**src/rtl/rst_sequencer.sv**
```systemverilog
// Reset sequencer: synchronizes the async reset release, stretches it, then
// releases N_OUT domain resets one after another, GAP_CYCLES apart.
module rst_sequencer #(
    parameter int SYNC_STAGES    = 2,
    parameter int STRETCH_CYCLES = 16,
    parameter int N_OUT          = 3,
    parameter int GAP_CYCLES     = 4
) (
    input  logic             clk,
    input  logic             asyncrst_n,
    input  logic             sw_rst_req,
    output logic [N_OUT-1:0] rst_n,
    output logic             ready,
    output logic             rst_cause_sw
);

    // state     | meaning
    // S_HOLD    | held by sync_n; its first clock is already the first stretch cycle
    // S_STRETCH | all outputs held, counting down the stretch interval
    // S_RELEASE | some outputs released, counting down the gap to the next one
    // S_RUN     | all outputs released, ready high
    typedef enum logic [1:0] {
        S_HOLD,
        S_STRETCH,
        S_RELEASE,
        S_RUN
    } state_t;

    localparam int MAX_CNT = (STRETCH_CYCLES > GAP_CYCLES) ? STRETCH_CYCLES : GAP_CYCLES;
    localparam int CW      = $clog2(MAX_CNT + 1);

    localparam logic [CW-1:0] STRETCH_LD    = CW'(STRETCH_CYCLES);
    localparam logic [CW-1:0] STRETCH_LD_M1 = CW'(STRETCH_CYCLES - 1);
    localparam logic [CW-1:0] GAP_LD        = CW'(GAP_CYCLES);
    localparam logic [CW-1:0] CNT_ONE       = CW'(1);

    if (SYNC_STAGES < 2) begin : g_bad_sync
        $error("rst_sequencer: SYNC_STAGES must be >= 2");
    end
    if (STRETCH_CYCLES < 1) begin : g_bad_stretch
        $error("rst_sequencer: STRETCH_CYCLES must be >= 1");
    end
    if (N_OUT < 1) begin : g_bad_nout
        $error("rst_sequencer: N_OUT must be >= 1");
    end
    if (GAP_CYCLES < 1) begin : g_bad_gap
        $error("rst_sequencer: GAP_CYCLES must be >= 1");
    end

    logic [SYNC_STAGES-1:0] sync_q;
    logic                   sync_n;

    always_ff @(posedge clk or negedge asyncrst_n) begin
        if (!asyncrst_n) begin
            sync_q <= '0;
        end else begin
            sync_q <= {sync_q[SYNC_STAGES-2:0], 1'b1};
        end
    end

    assign sync_n = sync_q[SYNC_STAGES-1];

    state_t            state_q, state_d;
    logic [CW-1:0]     cnt_q, cnt_d;
    logic [N_OUT-1:0]  rst_n_q, rst_n_d;
    logic              ready_q, ready_d;
    logic              cause_q, cause_d;
    logic              release_now;

    always_comb begin
        state_d     = state_q;
        cnt_d       = cnt_q;
        rst_n_d     = rst_n_q;
        ready_d     = ready_q;
        cause_d     = cause_q;
        release_now = 1'b0;

        // The FSM only sees clock edges once sync_n is high, so a software
        // request is honoured in every state it can observe.
        if (sw_rst_req) begin
            state_d = S_STRETCH;
            cnt_d   = STRETCH_LD;
            rst_n_d = '0;
            ready_d = 1'b0;
            cause_d = 1'b1;
        end else begin
            case (state_q)
                S_HOLD: begin
                    if (STRETCH_CYCLES == 1) begin
                        release_now = 1'b1;
                    end else begin
                        state_d = S_STRETCH;
                        cnt_d   = STRETCH_LD_M1;
                    end
                end
                S_STRETCH, S_RELEASE: begin
                    if (cnt_q == CNT_ONE) begin
                        release_now = 1'b1;
                    end else begin
                        cnt_d = cnt_q - CNT_ONE;
                    end
                end
                S_RUN: begin
                    state_d = S_RUN;
                end
                default: begin
                    state_d = S_HOLD;
                end
            endcase

            if (release_now) begin
                rst_n_d = N_OUT'({rst_n_q, 1'b1});
                if (&rst_n_d) begin
                    state_d = S_RUN;
                    ready_d = 1'b1;
                    cnt_d   = '0;
                end else begin
                    state_d = S_RELEASE;
                    cnt_d   = GAP_LD;
                end
            end
        end
    end

    always_ff @(posedge clk or negedge sync_n) begin
        if (!sync_n) begin
            state_q <= S_HOLD;
            cnt_q   <= '0;
            rst_n_q <= '0;
            ready_q <= 1'b0;
            cause_q <= 1'b0;
        end else begin
            state_q <= state_d;
            cnt_q   <= cnt_d;
            rst_n_q <= rst_n_d;
            ready_q <= ready_d;
            cause_q <= cause_d;
        end
    end

    assign rst_n        = rst_n_q;
    assign ready        = ready_q;
    assign rst_cause_sw = cause_q;

endmodule

```
**config.mk**
```make
export PLATFORM = sky130hd
export DESIGN_NAME = rst_sequencer
export DESIGN_NICKNAME = d
export VERILOG_FILES = /design/src/rtl/rst_sequencer.sv
export SDC_FILE = /design/constraint.sdc
export NUM_CORES = 1
export LEC_CHECK = 0
export BUFFER_PORTS_ARGS = -buffer_cell sky130_fd_sc_hd__buf_2
export CAP_MARGIN = 20
export CORE_MARGIN = 4
export CORE_UTILIZATION = 55
export CTS_BUF_LIST = sky130_fd_sc_hd__clkbuf_4 sky130_fd_sc_hd__clkbuf_8 sky130_fd_sc_hd__clkbuf_16
export DETAILED_ROUTE_END_ITERATION = 7
export GPL_TIMING_DRIVEN = 0
export PLACE_DENSITY = 0.75
export SYNTH_ARGS = -nofsm -noshare
export SYNTH_HDL_FRONTEND = slang
export SYNTH_SLANG_ARGS = --single-unit
```
**constraint.sdc**
```tcl
create_clock -name clk -period 1.7 [get_ports clk]
set_clock_uncertainty 0.2 [all_clocks]
set_input_delay 0.255 -clock clk [delete_from_list [all_inputs] [get_ports clk]]
set_output_delay 0.255 -clock clk [all_outputs]
set_load 0.01 [all_outputs]
```
==> out/results.txt <==
Post-route ant nets - 0
Final Util - 77.2%
Tcrit/Tclk final - 103%
Max incr delay on CP - 0.41 ns
Post-route minimum period - 1.74 ns
Nets@finish - 101
Max-cap violations - 0
Grt total ovfl - 0
Number of buffers added on ports - 7
Worst slew margin relative to its limit - 66.0%
Wirelength per Cell - 15.3 um
Worst-path clk slew - 0.09 ns
Hold Vio Cnt, Final - 0
Top cells by area, synth - dfrtp_1, ha_1, a21oi_1
Setup slack at placement - -0.111 ns
Share of the synthesized area in the top cell type - 46.8%
CP required - 1.67 ns
R2R Setup Slk - -0.04 ns
Initial DRC count - 17
Reg-to-reg startpoint - cnt_q[1]
Cells after Synth - 74
Violated checks - setup timing
Die Ht - 44.9 um
CP Launch Type - register
CP Launch Point - cnt_q[1]
Clock latency on the worst-skew pair - 0.27 ns
CP max stage cell - dfrtp_1
Seq/Total Area, Yosys - 46.8%
Most used DFF post-synth - dfrtp_1
Status - complete, but fails checks
Power per cell area - 1580 nW/um2
DR vias/cell - 5.61
Die area - 2010 um2
Synth async-reset ratio - 100%
Die X - 44.9 um
Final worst slack - -0.0441 ns
Critical path, cell by cell - inv_2 -> ha_4 -> nor4bb_4 -> buf_6 -> a21oi_1 -> o221a_1
CP endpoint kind - register
Library cells used by synthesis - 31
Layout cells sized above 1 - 38.7%
CTS buffer count - 3
H-tree levels - 1
Final setup violating endpoints - 3
Worst VDD drop - 1100 uV
Most frequent cells in the layout - dfrtp_1, buf_4, a21oi_1, buf_2, inv_1
Drt drc - 0
RSZ-0062 raised after global routing - true
Most common cell after layout, fill and taps aside - dfrtp_1
Post-Syn Nets - 81
Min-Delay Path Class - register to async pin
Clock sinks - 14
DRT Pass-1 Iters - 4
Leading area contributor after synthesis - dfrtp_1
Setup TNS - -0.0757 ns
Vias in the first global route - 602
Fmax - 573 MHz
Kind of critical path - register to register
Register bit total from synthesis - 14
Root Driver - clkbuf_4
Worst-Margin Slew - 0.510 ns
Global-route wire length before repair - 2.86 mm
Initial antenna violation count - 0
CORE AREA - 1280 um2
Number of enable flip-flop cells after synthesis - 0
Antenna Cells - 0
GP Congestion - 0.859
Row count - 13
Total Routing Usage GR - 20.0%
Crit path arrival time - 1.71 ns
Max Fanout on Critical Path - 6
Bufs on Longest Clock Path - 2
DR vias - 606
Dpl hpwl - 1.09 mm
Pins Over Slew Limit - 0
Netlist Area Pre-Place - 748 um2
Initial core utilization - 58.2%
Synth-to-Final Area Change - 32.6%
CTS tree - done
Final wirelength - 1.66 mm
IO Count - 8
Largest net degree at the start of global routing - 13
Syn_area_per_cell - 10.1 um2
Pleak - 0.441 nW
Synthesis Warnings - 0
-- cells in the mapped netlist, drive strengths merged (3+ instances only) --
master / n
inv: 6
a21oi: 8
nand2: 3
nor3b: 3
ha: 4
nor3: 3
o21ai: 4
nor2: 3
dfrtp: 14
-- state kept, by name, summed over array words and instances (netlist names) --
signal	count
cnt_q	5
ready	1
rst_cause_sw	1
rst_n	3
state_q	2
sync_q	2
-- cells by family (layout without fill, tap and decap cells) --
group / Yosys count / in the layout / share of synthesized area (%)
AOI/OAI and AO/OA: 22 / 22 / 18.7
DFF: 14 / 14 / 46.8
adders and majority gates: 4 / 4 / 6.69
muxes: 1 / 1 / 1.50
buffers and inverters: 11 / 30 / 8.36
other: 1 / 1 / 0.501
and+or+nand+nor: 21 / 21 / 17.4
-- cell type report --
type | instances | area [um2]
Sequential cell | 14 | 352
Inverter | 7 | 40.0
Fill cell | 82 | 293
Multi-Input combinational cell | 49 | 417
Timing Repair Buffer | 15 | 101
Clock buffer | 4 | 36.3
Tap cell | 15 | 18.8
Buffer | 4 | 27.5
-- worst paths after layout --
kind | endpoint | cells after the start
worst max-delay path | cnt_q[0] | 6
worst min-delay path | ready | 0
worst max register to register | cnt_q[0] | 6
worst min register to register | ready | 0
max in group asynchronous | cnt_q[0] | 0
min in group clk | ready | 3
-- per-stage QoR --
step	cells	hold WS, ns	total power (W)	area, um2
floorplan	74	-0.241	0.000927	753
global placement	96	-0.162	0.00102	807
detailed placement	96	-0.158	0.00105	807
CTS	106	0.0122	0.00142	918
global route	108	0.0536	0.00168	992
finish	108	0.00330	0.00157	992
-- timing repair --
item,CTS,global route
buffers inserted,5,2
hold buffers,1,0
endpoints found under the setup margin,8,10
gates resized for setup,8,11
endpoints found under the hold margin,2,0
pin swaps,1,5
-- layer usage --
metal / vias up / global-route usage (%) / share of wire [%]
li1: 297 / - / -
met1: 290 / 25.9 / 43
met2: 17 / 28.7 / 51
met3: 2 / 4.38 / 4.7
met4: 0 / 15.8 / 1.8
met5: - / 0 / 0
-- power by group --
part / switching (W) / total [W] / internal [W] / leakage (nW)
registers: 0.0000809 / 0.000485 / 0.000404 / 0.170
logic: 0.000374 / 0.000846 / 0.000472 / 0.250
clock network: 0.000107 / 0.000237 / 0.000130 / 0.0210
total: 0.000562 / 0.00157 / 0.00101 / 0.441
-- worst max-delay path, delay by kind of cell (launching register included) --
| kind | cells | cell delay (ns) |
|---|---|---|
| AOI/OAI and AO/OA | 2 | 0.31 |
| adders and majority gates | 1 | 0.15 |
| buffers and inverters | 2 | 0.28 |
| DFF | 1 | 0.41 |
| and+or+nand+nor | 1 | 0.29 |
Power figures use the tool's default switching activity.
